## src/rtl/func_unit_arbiter.sv

```systemverilog
// Round-robin arbiter granting NUM_REQ requesters access to one shared function unit.
// Optional WAIT-state watchdog enabled by defining FU_ARB_TIMEOUT_EN.
module func_unit_arbiter #(
    parameter int unsigned NUM_REQ        = 4,
    parameter int unsigned TIMEOUT_CYCLES = 1024
) (
    input  logic                       clk,
    input  logic                       rst_n,
    input  logic [NUM_REQ-1:0]         req,
    output logic [NUM_REQ-1:0]         ack,
    output logic [31:0]                rsp_result,
    output logic                       rsp_error,
    output logic [$clog2(NUM_REQ)-1:0] grant_id,
    output logic                       busy,
    output logic                       fu_start,
    input  logic                       fu_done,
    input  logic [31:0]                fu_result
);

    localparam int unsigned IDW = $clog2(NUM_REQ);
    localparam int unsigned DW  = 32;

    typedef enum logic [1:0] {
        IDLE  = 2'd0,
        START = 2'd1,
        WAIT  = 2'd2,
        RESP  = 2'd3
    } state_e;

    if (NUM_REQ < 2 || NUM_REQ > 16) begin : g_bad_num_req
        $error("func_unit_arbiter: NUM_REQ out of range 2..16");
    end
    if (TIMEOUT_CYCLES < 2 || TIMEOUT_CYCLES > 65535) begin : g_bad_timeout
        $error("func_unit_arbiter: TIMEOUT_CYCLES out of range 2..65535");
    end

    state_e               state_q, state_d;
    logic [IDW-1:0]       grant_id_q, grant_id_d;
    logic [IDW-1:0]       last_grant_q, last_grant_d;
    logic [NUM_REQ-1:0]   ack_q, ack_d;
    logic [DW-1:0]        rsp_result_q, rsp_result_d;
    logic                 fu_start_q, fu_start_d;
    logic                 busy_q, busy_d;
    logic                 pick_valid;
    logic [IDW-1:0]       pick_id;
    logic [IDW-1:0]       pick_idx;

`ifdef FU_ARB_TIMEOUT_EN
    localparam int unsigned WDW = $clog2(TIMEOUT_CYCLES);
    logic [WDW-1:0]       wdog_q, wdog_d;
    logic                 rsp_error_q, rsp_error_d;
`endif

    // Round-robin pick: descending scan so the smallest offset from last_grant wins.
    always_comb begin
        pick_valid = 1'b0;
        pick_id    = '0;
        pick_idx   = '0;
        for (int unsigned k = NUM_REQ; k > 0; k--) begin
            pick_idx = IDW'((32'(last_grant_q) + k) % NUM_REQ);
            if (req[pick_idx]) begin
                pick_valid = 1'b1;
                pick_id    = pick_idx;
            end
        end
    end

    always_comb begin
        state_d      = state_q;
        grant_id_d   = grant_id_q;
        last_grant_d = last_grant_q;
        ack_d        = '0;
        rsp_result_d = rsp_result_q;
`ifdef FU_ARB_TIMEOUT_EN
        wdog_d       = wdog_q;
        rsp_error_d  = rsp_error_q;
`endif
        unique case (state_q)
            IDLE: begin
                if (pick_valid) begin
                    grant_id_d = pick_id;
                    state_d    = START;
                end
            end
            START: begin
                state_d = WAIT;
`ifdef FU_ARB_TIMEOUT_EN
                wdog_d  = '0;
`endif
            end
            WAIT: begin
                // A completion in the expiry cycle still returns a normal result.
                if (fu_done) begin
                    rsp_result_d      = fu_result;
                    ack_d[grant_id_q] = 1'b1;
                    state_d           = RESP;
`ifdef FU_ARB_TIMEOUT_EN
                    rsp_error_d       = 1'b0;
                end else if (wdog_q == WDW'(TIMEOUT_CYCLES - 1)) begin
                    rsp_result_d      = '0;
                    rsp_error_d       = 1'b1;
                    ack_d[grant_id_q] = 1'b1;
                    state_d           = RESP;
                end else begin
                    wdog_d            = wdog_q + WDW'(1);
`endif
                end
            end
            RESP: begin
                last_grant_d = grant_id_q;
                state_d      = IDLE;
            end
            default: state_d = IDLE;
        endcase
        fu_start_d = (state_d == START);
        busy_d     = (state_d != IDLE);
    end

    always_ff @(posedge clk or negedge rst_n) begin
        if (!rst_n) begin
            state_q      <= IDLE;
            grant_id_q   <= '0;
            last_grant_q <= IDW'(NUM_REQ - 1);
            ack_q        <= '0;
            rsp_result_q <= '0;
            fu_start_q   <= 1'b0;
            busy_q       <= 1'b0;
        end else begin
            state_q      <= state_d;
            grant_id_q   <= grant_id_d;
            last_grant_q <= last_grant_d;
            ack_q        <= ack_d;
            rsp_result_q <= rsp_result_d;
            fu_start_q   <= fu_start_d;
            busy_q       <= busy_d;
        end
    end

`ifdef FU_ARB_TIMEOUT_EN
    always_ff @(posedge clk or negedge rst_n) begin
        if (!rst_n) begin
            wdog_q      <= '0;
            rsp_error_q <= 1'b0;
        end else begin
            wdog_q      <= wdog_d;
            rsp_error_q <= rsp_error_d;
        end
    end
    assign rsp_error = rsp_error_q;
`else
    assign rsp_error = 1'b0;
`endif

    assign ack        = ack_q;
    assign rsp_result = rsp_result_q;
    assign grant_id   = grant_id_q;
    assign busy       = busy_q;
    assign fu_start   = fu_start_q;

endmodule

```

## config.mk

```make
export PLATFORM = sky130hd
export DESIGN_NAME = func_unit_arbiter
export DESIGN_NICKNAME = d
export VERILOG_FILES = /design/src/rtl/func_unit_arbiter.sv
export SDC_FILE = /design/constraint.sdc
export NUM_CORES = 1
export LEC_CHECK = 0
export CORE_AREA = 3 3 69 71
export DETAILED_ROUTE_END_ITERATION = 10
export DIE_AREA = 0 0 72 74
export PLACE_DENSITY = 0.87
export SYNTH_ARGS = -nofsm -noshare
export SYNTH_HDL_FRONTEND = slang
export SYNTH_SLANG_ARGS = --single-unit
```

## constraint.sdc

```tcl
create_clock -name clk -period 1.7 [get_ports clk]
set_input_delay 0.255 -clock clk [delete_from_list [all_inputs] [get_ports clk]]
set_output_delay 0.255 -clock clk [all_outputs]
set_load 0.1 [all_outputs]
```

Word level (Yosys, flattened, before mapping). Cells that the tools add are included.

Output and inout port bits: 41. Bits in registers: 44. Logic and storage cells: 49.

Order comparisons: 6. Reductions and logical operators: 5. Add/subtract/negate cells: 4. Equal/unequal tests: 4. Muxes and demuxes: 23.

Operators with widths (number): less-than comparator 2 x 3 -> 1 bit (second input constant) (5); two-way mux 2 bit (6); two-way mux 1 bit (9); binary-select mux 1 bit (select 2 bit) (4); two-way mux 4 bit (2); one-hot mux 2 bit (4 select lines) (1); adder 2 x 1 -> 2 bit (second input constant) (2); adder 2 bit (second input constant) (2); equality test 2 x 1 -> 1 bit (second input constant) (2); equality test 2 bit (second input constant) (2); AND reduction 2 bit (2); demux 1 bit (select 2 bit) (1); greater-or-equal comparator 2 x 1 -> 1 bit (second input constant) (1); zero test 2 bit (1); nonzero test 2 bit (1); logical AND 1 bit (1).

Logic depth before layout (Yosys ltp).
Word-level depth: 10. Mapped depth: 5. Gate-level depth less buffers: 5.

Worst setup path before layout. No wires, ideal clock.

Path type: register to register. Start: register state_q[0]. End: register rsp_result_q[0], in the netlist rsp_result[0]. Cell stages (with the launch flop): 6. Data required time: 1.574 ns. Clock period less this slack: 1.508 ns. Setup slack: 0.192 ns. Arrival: 1.382 ns. Path through: dfrtp_1 -> inv_1 -> ha_1 -> nand2_1 -> buf_2 -> mux2_2.

Cells in the longest elaborated chain, start to end: 2.

Ends and longest elaborated chain: from (decl) (line 37) `state_e state_q, state_d;`; from (signal assigned) (line 129) `state_q <= state_d;`; equality test 2 bit (line 78) `unique case (state_q)`; AND reduction 2 bit (no source line); to (signal assigned) (line 133) `rsp_result_q <= rsp_result_d;`; to (decl) (line 41) `logic [DW-1:0] rsp_result_q, rsp_result_d;`.

Every way passes these cells. A chain may end at the register's enable or synchronous reset.

Worst setup path in the final report.
Start: input port req[2]. End: register busy_q, in the netlist busy.

Cells in the longest elaborated chain, start to end: 9. Elaborated cells between the ends (all ways): 15. Those cells by class: 14 x mux; 1 x reduce/logical.

Ends and longest elaborated chain: from (decl) (line 9) `input logic [NUM_REQ-1:0] req,`; binary-select mux 1 bit (select 2 bit) (line 61) `if (req[pick_idx]) begin`; two-way mux 1 bit (implied by the code) (line 61); two-way mux 1 bit (3 in a row) (line 61); two-way mux 1 bit * (line 61); two-way mux 2 bit * (line 80) `if (pick_valid) begin`; one-hot mux 2 bit (4 select lines) * (line 78); via state_d[0] (line 37); nonzero test 2 bit * (line 116) `busy_d = (state_d != IDLE);`; via busy_d (line 43) `logic busy_q, busy_d;`; to (signal assigned) (line 135) `busy_q <= busy_d;`; to (decl) (line 43).

The timed path passes the listed nets; every way through them passes the cells marked *. The select of a mux whose other input is x is not followed.

==> run summary <==
The floorplan step defined a die boundary enclosing 5328 µm². The number of port buffers works out to 78. The cell taking the most area after synthesis is sky130_fd_sc_hd__dfrtp_1.

The critical path class is in -> reg. The layout overhead on the synthesized area was 80.25%. The final clock period utilization by the worst path came out at 90.48%. Of the cells placed in the final design, the portion with a size suffix greater than 1 is 44.88%. The synthesized netlist devotes 2.894% of its cell area to adder and majority cells.

In this run the standard cell core region covers 4294 µm². The path depth of the worst reg2reg path was 5. Setup repair after global routing left no endpoint under its margin. The run finished with clean final reports. Across the run, the number of max-cap violations was 0. The Yosys step of the flow raised 0 warnings. The leading cell type in the layout, fill and taps excluded was sky130_fd_sc_hd__dfrtp_1.

The multiplexer share of the synthesized area is 22.72%. The multi-input combinational cell area is 591.8 µm², and the length of the first detailed-routing pass in iterations is 4. In the layout the commonest cells are sky130_fd_sc_hd__dfrtp_1, sky130_fd_sc_hd__buf_12, sky130_fd_sc_hd__clkdlybuf4s50_1. The worst setup path is launched from a primary input.

No sink is reached through more buffers than the 2 on the longest clock path. The run gives 0 as the number of inserted diodes. In the routed design, unresolved DRC markers number 0. The total wire length after detailed routing was 4.454 mm. The vertical die dimension is 74 µm. Setup violations remaining at the end of the flow were counted as 0. After legalization and detailed placement, the total HPWL measured 3.429 mm. The tools report the clock latency at the later pin of the worst-skew pair as 0.29 ns.

The iteration-0 DRC count of the detailed router was 30; the final hold violation count was 0. The tightest min-delay check is of the in -> async type. The signal on the critical path passes through clkdlybuf4s50_1 -> or4_4 -> mux2i_1 -> a21oi_1 -> or2_1. The post-layout minimum cycle time was 1.538 ns; the setup total negative slack was 0 ns. The tree built by TritonCTS fans out to 44 sinks.

The cell count after synthesis came out at 115. By area, the combinational part of the netlist is dominated by multiplexers. The first-pass GRT wire length is 6.755 mm, and the number of nets still failing antenna checks after routing is 0. The post-synthesis share of cell area spent on xor and xnor gates came out at 0%.

The number of antenna violations at the first check in global routing is 0. For the overall overflow remaining after global route, the log shows 0. The number of resized instances in the post-cts repair step is 0, and the detailed-route vias per instance is 4.903.

Derived from the worst setup path, the maximum achievable clock frequency is 650.2 MHz. The TritonCTS buffer count was 5; the horizontal die dimension was 72 µm. The worst slew margin relative to its limit was 66.33%; the number of distinct library cell variants in the gate-level netlist after synthesis was 24. The filler cells instantiated in the layout total 254.

TritonCTS built the clock tree. The initial utilization of the core area, before any placement, comes to 40.27%. The number of levels the H-tree was split into is 2, and the transition at the pin with the smallest max-transition slack is 0.5050 ns.

The logs give 1 for the count of hold-fix buffers inserted at cts and 1.88 ns for the required time at the worst-slack endpoint. The area fraction of the dominant cell type after synthesis works out to 60.78%. The tools report the net count of the mapped netlist as 158. The CTS root buffer was sky130_fd_sc_hd__clkbuf_8. Of all nets on the critical path, the largest fanout is 3. Clock-pin slew was measured on the worst setup and hold paths at 0.08 ns.

For the number of slew-limit violations in the final report, the log shows 0. The stage delay of the slowest cell on the critical path came out at 0.55 ns. Dividing the detail-routed wire length by the instance count gives 17.33 µm. The number of cells on the critical path was 5. The congestion estimate from routability-driven global placement came to 0.7667. The run gives 1729 µm² as the cell area after technology mapping. Yosys attributes the largest share of cell area to sky130_fd_sc_hd__dfrtp_1, sky130_fd_sc_hd__mux2_2, sky130_fd_sc_hd__dfstp_2. Row generation in the floorplan step produced 24 rows. The number of buffer and inverter instances along the worst setup path is 1. The cell at the slowest stage of the critical path was sky130_fd_sc_hd__or4_4. The element type at the critical path end is a flip-flop.

The kind of cell adding the most delay to the critical path was simple AND/OR/NAND/NOR gates. In this run the post-CTS setup repair buffer count came out at 0. The run gives 1.72 ns as the arrival time at the worst endpoint.

The average instance area after synthesis was 15.04 µm². After synthesis the netlist holds a flip-flop and latch count of 44. The detailed-route via count is 1260, and the simple-gate area share of the yosys netlist is 5.282%. Across every metal layer, demand over resource in global routing totals 17.55%. The area taken by flip-flops and latches is 1104 µm², and the clock skew is 0.004165 ns. The number of global-route vias before repair was 1306; the post-route worst hold slack was 0.4536 ns. Net count of the finished layout: 247.

For this design the top-level I/O count stands at 80. For this run, the register share of the synthesized area comes to 63.82%. For the pin count of the biggest net entering global routing, the log shows 36. Summing the areas of all compound-gate instances in the mapped netlist gives 3.111% of the synthesized area.
==> sequential cells by signal, indices dropped and copies added (netlist names) <==
signal	flops
rsp_result	32
ack	4
grant_id	2
last_grant_q	2
state_q	2
busy	1
fu_start	1
==> synth_stat cells <==
| cell type | count |
|---|---|
| sky130_fd_sc_hd__nand3_1 | 1 |
| sky130_fd_sc_hd__o21ai_0 | 3 |
| sky130_fd_sc_hd__nor3_1 | 1 |
| sky130_fd_sc_hd__or2_1 | 1 |
| sky130_fd_sc_hd__inv_1 | 3 |
| sky130_fd_sc_hd__and4_1 | 1 |
| sky130_fd_sc_hd__nor3b_1 | 2 |
| sky130_fd_sc_hd__buf_2 | 3 |
| sky130_fd_sc_hd__a21oi_1 | 3 |
| sky130_fd_sc_hd__nor2_1 | 1 |
| sky130_fd_sc_hd__conb_1 | 1 |
| sky130_fd_sc_hd__dfrtp_1 | 42 |
| sky130_fd_sc_hd__o221ai_1 | 1 |
| sky130_fd_sc_hd__dfstp_2 | 2 |
| sky130_fd_sc_hd__nand2_1 | 3 |
| sky130_fd_sc_hd__mux2i_1 | 1 |
| sky130_fd_sc_hd__ha_1 | 4 |
| sky130_fd_sc_hd__o21a_1 | 1 |
| sky130_fd_sc_hd__nor2b_1 | 1 |
| sky130_fd_sc_hd__o211ai_1 | 1 |
| sky130_fd_sc_hd__or4_4 | 1 |
| sky130_fd_sc_hd__mux2_2 | 34 |
| sky130_fd_sc_hd__nand2b_1 | 3 |
| sky130_fd_sc_hd__buf_4 | 1 |
==> final timing paths <==
kind                             endpoint  slack (ns)           from
setup / recovery                     busy        0.16         req[2]
hold / removal             rsp_result[12]        0.45          rst_n
setup reg to reg           rsp_result[12]        0.17     state_q[0]
hold reg to reg             rsp_result[1]        0.57  rsp_result[1]
max in group asynchronous   rsp_result[9]        0.67          rst_n
min in group clk           rsp_result[15]        0.57  fu_result[15]
==> cell families after synthesis <==
logic type,Yosys count
AO/OA/AOI/OAI,9
multiplexers,35
adder cells (fa/ha/maj),4
flip-flops,44
other,1
AND/OR/NAND/NOR,15
buffers and inverters,7
==> metal layers <==
layer | GRT usage (%) | wire [µm] | vias to the layer above
met5 | 0 | 0 | -
met4 | 8.351 | 121 | 0
met3 | 6.486 | 378 | 9
met2 | 29.90 | 2254 | 59
met1 | 19.63 | 1701 | 621
li1 | - | - | 571
==> layout make-up <==
type                    count  share of cell area [%]
repair buffers             86                   40.14
multi-input cells          64                   18.99
flip-flops and latches     44                   35.41
clock inverters             1                  0.2409
clock buffers               7                   2.770
inverters                   3                  0.3613
well taps                  52                   2.088
==> worst register-to-register path, delay by kind of cell (launching register included) <==
family / cells / cell delay (ns)
flip-flops: 1 / 0.36
adder cells (fa/ha/maj): 1 / 0.24
buffers and inverters: 2 / 0.31
AND/OR/NAND/NOR: 1 / 0.12
multiplexers: 1 / 0.39
==> per-stage QoR <==
stage	setup slack [ns]	instances	utilization (%)	cell area [µm²]
finish	0.1619	257	72.58	3117
CTS	0.1577	257	72.58	3117
detailed placement	-0.1295	248	70.16	3013
global placement	-0.09048	248	70.16	3013
global route	0.09010	257	72.58	3117
floorplan	0.1920	115	-	1729
Power is left out: the tool's default activity adds up to more than one toggle a clock period on the data nets, which glitch-free logic cannot reach.
